<file path="src/rtl/mux32_sched_pkg.sv">
// Shared types and helpers for the shared 32:1 mux round-robin scheduler.
// The MUX32_SCHED_LOCK_EN macro is consumed by the top, not here.
package mux32_sched_pkg;

    localparam int unsigned SEL_W_DEF = 5;

    typedef enum logic [1:0] {
        ST_IDLE  = 2'd0,
        ST_SEL   = 2'd1,
        ST_VALID = 2'd2
    } sched_state_t;

    // Reference round-robin search over the low n bits of req; returns {found, idx}.
    function automatic logic [5:0] next_rr(input logic [31:0] req,
                                           input logic [4:0]  ptr,
                                           input int unsigned n);
        logic        found;
        logic [4:0]  idx;
        int unsigned c;
        found = 1'b0;
        idx   = '0;
        for (int unsigned k = 0; k < n; k++) begin
            c = int'(ptr) + k;
            if (c >= n) c = c - n;
            if (!found && req[c]) begin
                found = 1'b1;
                idx   = 5'(c);
            end
        end
        return {found, idx};
    endfunction

endpackage

</file>
<file path="src/rtl/mux32_rr_scheduler_rr_pick.sv">
// Combinational rotate-priority finder: first set req at index >= ptr, wrapping N-1 -> 0.
module rr_pick
    import mux32_sched_pkg::*;
#(
    parameter int unsigned N     = 32,
    parameter int unsigned SEL_W = SEL_W_DEF
) (
    input  logic [N-1:0]     req,
    input  logic [SEL_W-1:0] ptr,
    output logic             found,
    output logic [SEL_W-1:0] idx
);

    logic [2*N-1:0] dbl;
    int unsigned    pos;

    assign dbl = {req, req};

    // Window [ptr, ptr+N) of the doubled vector covers one full rotation.
    always_comb begin
        found = 1'b0;
        pos   = 0;
        for (int unsigned j = 0; j < 2 * N; j++) begin
            if (!found && dbl[j] && (j >= int'(ptr)) && (j < int'(ptr) + N)) begin
                found = 1'b1;
                pos   = j;
            end
        end
        idx = SEL_W'((pos >= N) ? (pos - N) : pos);
    end

endmodule

</file>
<file path="src/rtl/mux32_rr_scheduler.sv">
// Round-robin scheduler sharing one external 32:1 bit mux between N requesters.
// Optional MUX32_SCHED_LOCK_EN adds a lock input that re-arms the served channel.
module mux32_rr_scheduler
    import mux32_sched_pkg::*;
#(
    parameter int unsigned N     = 32,
    parameter int unsigned SEL_W = SEL_W_DEF
) (
    input  logic             clk,
    input  logic             rst,
    input  logic [N-1:0]     req,
    output logic [SEL_W-1:0] sel,
    input  logic             mux_out,
    output logic             out_valid,
    input  logic             out_ready,
    output logic             out_data,
    output logic [SEL_W-1:0] out_chan,
    output logic [N-1:0]     gnt,
    output logic [N-1:0]     ack,
`ifdef MUX32_SCHED_LOCK_EN
    input  logic             lock,
`endif
    output logic             busy
);

    sched_state_t     state;
    logic [SEL_W-1:0] ptr;
    logic [SEL_W-1:0] ptr_adv;
    logic             pick_found;
    logic [SEL_W-1:0] pick_idx;

    rr_pick #(.N(N), .SEL_W(SEL_W)) u_pick (
        .req   (req),
        .ptr   (ptr),
        .found (pick_found),
        .idx   (pick_idx)
    );

`ifdef MUX32_SCHED_LOCK_EN
    assign ptr_adv = lock ? out_chan
                   : ((out_chan == SEL_W'(N - 1)) ? '0 : out_chan + 1'b1);
`else
    assign ptr_adv = (out_chan == SEL_W'(N - 1)) ? '0 : out_chan + 1'b1;
`endif

    assign busy = (state != ST_IDLE);

    always_ff @(posedge clk or posedge rst) begin
        if (rst) begin
            state     <= ST_IDLE;
            ptr       <= '0;
            sel       <= '0;
            gnt       <= '0;
            ack       <= '0;
            out_valid <= 1'b0;
            out_data  <= 1'b0;
            out_chan  <= '0;
        end else begin
            ack <= '0;
            case (state)
                // The ack cycle is spent idle so each grant takes four cycles.
                ST_IDLE: begin
                    if (pick_found && (ack == '0)) begin
                        sel   <= pick_idx;
                        gnt   <= N'(1) << pick_idx;
                        state <= ST_SEL;
                    end
                end
                ST_SEL: begin
                    out_data  <= mux_out;
                    out_chan  <= sel;
                    out_valid <= 1'b1;
                    state     <= ST_VALID;
                end
                ST_VALID: begin
                    if (out_valid && out_ready) begin
                        out_valid <= 1'b0;
                        gnt       <= '0;
                        ack       <= gnt;
                        ptr       <= ptr_adv;
                        state     <= ST_IDLE;
                    end
                end
                default: state <= ST_IDLE;
            endcase
        end
    end

endmodule

</file>
<file path="config.mk">
export PLATFORM = sky130hd
export DESIGN_NAME = mux32_rr_scheduler
export DESIGN_NICKNAME = d
export VERILOG_FILES = /design/src/rtl/mux32_sched_pkg.sv /design/src/rtl/mux32_rr_scheduler_rr_pick.sv /design/src/rtl/mux32_rr_scheduler.sv
export SDC_FILE = /design/constraint.sdc
export NUM_CORES = 1
export LEC_CHECK = 0
export CAP_MARGIN = 0
export CORE_MARGIN = 1
export CORE_UTILIZATION = 30
export DETAILED_ROUTE_END_ITERATION = 8
export SETUP_SLACK_MARGIN = 0.4
export SYNTH_ARGS = -nofsm -noshare
export SYNTH_HDL_FRONTEND = slang
export SYNTH_SLANG_ARGS = --single-unit
</file>
<file path="constraint.sdc">
create_clock -name clk -period 8.4 [get_ports clk]
set_clock_uncertainty 0.1 [all_clocks]
set_input_delay 1.26 -clock clk [delete_from_list [all_inputs] [get_ports clk]]
set_output_delay 1.26 -clock clk [all_outputs]
set_load 0.03 [all_outputs]
</file>
==> flow_summary.yaml <==
critical_path:
  r2r_start: "ptr[1]"
  cp-start-kind: "input port"
  critPathKind: "in -> reg"
  slowest_stage: "clkdlybuf4s50_1"
  worstPathMaxFanout: 12
  cp-startpoint: "req[6]"
  worstPathCellList: "clkdlybuf4s50_1, or3b_2, o32ai_1, nand4b_1, or4_1, nor2_1, a211o_1, nor4b_2, nand4_1, o21ai_1"
  end_kind: "register"
  crit_arrival_ns: 5.03
  slowest_delay_ns: 0.60
  critPathRequiredTime_ns: 8.55
sta:
  slew-limit-headroom_pct: 25.06
  fmax_mhz: 204.8
  period_needed_ns: 4.882
  setup_viol: 0
  finalSetupTns_ns: 0
  hold_ws_ns: 0.3914
  finalHoldViolations: 0
  worst_pin_slew_ns: 1.096
  rsz0062_at_grt: "no"
  maxSlewViolCount: 0
  period_share_pct: 58.11
clock_network:
  insertion_delay_ns: 0.33
  numCtsBuffers: 9
  clk_pin_slew_ns: 0.06
  clk_path_buf_depth: 2
  cts-root-buf: "clkbuf_16"
  cts_tree: "done"
  cts_sinks: 83
  cts_resized: 0
  postCtsHoldBufs: 0
  h-tree-depth: 3
  cts_setup_buffers: 0
detailed_routing:
  routed_wl_um: 16860
  post_drt_via_cell_ratio: 5.610
  drtIter0Drc: 300
  remaining_drc_errors: 0
  num_vias: 5066
  wl_per_cell_um: 18.67
  dr.pass1.iters: 5
  antenna_left: 0
synthesis:
  netlist_instances: 580
  synth_area_mm2: 0.005215
  avgSynthCellArea_um2: 8.991
  ys_seq_elements: 83
  async_flop_share_pct: 100.0
  synth_common_cells: "dfrtp_1, nand2_1, and2_1"
  yosys_warnings: 0
  netlist_top_cells_area: "dfrtp_1, and2_1, nand2_1"
  synth-edff-count: 0
  ys_seq_area_share_pct: 39.83
  ys.flop_type: "dfrtp_1"
  ys_types: 78
  synth_top_area_share_pct: 39.83
  yosysTopAreaCell: "dfrtp_1"
  yosysMostFrequentCell: "dfrtp_1"
  syn-num-nets: 618
global_routing:
  grt_max_degree: 84
  grt_pass1_vias: 4735
  grt_overflow: 0
  grt_pass1_wl_um: 26790
  antenna_found_initial: 0
  grt.total_usage_pct: 19.04
power:
  ir_worst_vdd_v: 0.0002205
  power_density_mw_per_mm2: 332.8
  p_leak_nw: 2.776
hold_path:
  worstHoldStart: "state[1]"
  min_path_type: "reg -> reg"
placed_design:
  dp_hpwl_um: 12950
  finalWeightedCongestion: 0.9449
  place_inst: 887
  portBuffers: 112
floorplan:
  initial_core_util_pct: 31.12
  row_count: 47
  die-width_um: 133.8
  die_y_um: 133.8
  die-area_mm2: 0.01791
  pin_count: 113
  fp.coreArea_mm2: 0.01676
finish:
  antennaDiodeCount: 0
  final_nets: 716
  area_growth_pct: 30.42
  drive_gt1_share_pct: 9.078
  layout.cells.non_filler: 903
run_status:
  status: "complete, no violations"
flow_run:
  drv_cap: 0
## worst max-delay path: cells and delay by family
family / cells / cell delay, ns
buf+inv: 1 / 0.60
simple gates: 6 / 2.39
compound gates: 3 / 0.78
## final timing paths
| kind | to | slack (ns) | cells after the start |
|---|---|---|---|
| min reg2reg | out_valid | 0.39 | 1 |
| min | out_valid | 0.39 | 1 |
| max in group asynchronous | ack[25] | 6.09 | 3 |
| max reg2reg | gnt[18] | 4.10 | 10 |
| max | gnt[18] | 3.52 | 10 |
| min in group asynchronous | out_data | 1.47 | 3 |
## state kept, by name (all words and copies together) (netlist names)
register   count
ack           32
out_data       1
sel            5
gnt           32
state          2
out_valid      1
ptr            5
out_chan       5
## metrics by stage
stage               setup WS, ns  instance area [um2]  power [W]  utilization (%)
floorplan                  4.574                 5215   0.001467                -
CTS                        3.573                 6802   0.002268            40.58
finish                     3.518                 6802   0.002264            40.58
detailed placement         3.269                 6501   0.001872            38.79
global placement           3.346                 6501   0.001861            38.79
global route               3.285                 6802   0.002411            40.58
## layout by cell type, fill, tap and decap left out, drive strengths merged, types with 5 or more instances in the layout
master	n
and3	8
o31ai	10
a21oi	23
clkbuf	9
or3	7
mux2	7
nand2	61
nor3	16
or4	5
a211o	5
nor2b	11
and2	39
o21ai	42
nand4	12
nand3	15
a31oi	7
o21a	9
dfrtp	83
o211ai	7
nor4	17
clkdlybuf4s50	112
nor2	29
a22o	16
nand4b	6
inv	16
o2111ai	5
or2	8
o22ai	5
nand2b	10
buf	8
## report_power, final
group / internal (W) / total (W) / switching [W]
sequential: 0.000473 / 0.000539 / 0.0000661
combinational: 0.000455 / 0.00133 / 0.000877
clock: 0.000233 / 0.000392 / 0.000159
## metal layers
metal	vias to the layer above	part of all wire (%)	track usage, %
met4	0	1.4	5.051
met5	-	0	0
met3	18	5.6	2.230
met1	2467	46	27.20
met2	190	47	30.34
li1	2391	-	-
## cell families (layout without fill, tap and decap cells)
| kind of cell | Yosys count | in the layout | share of synthesized area, % |
|---|---|---|---|
| buffers and inverters | 47 | 150 | 4.415 |
| flip-flops | 83 | 83 | 39.83 |
| adder cells (fa/ha/maj) | 2 | 2 | 0.4798 |
| AND/OR/NAND/NOR | 262 | 262 | 29.03 |
| AO/OA/AOI/OAI | 177 | 177 | 24.40 |
| multiplexers | 7 | 7 | 1.512 |
| XOR/XNOR | 2 | 2 | 0.3360 |
## cell type report
| class | count | area [um2] |
|---|---|---|
| fillers | 1683 | 9958 |
| multi-input cells | 450 | 2914 |
| flip-flops and latches | 83 | 2077 |
| repair buffers | 120 | 1181 |
| well taps | 220 | 275.3 |
| clock buffers | 9 | 225.2 |
| clock inverters | 7 | 75.07 |
| inverters | 14 | 53.80 |
(Power assumes the default switching activity.)
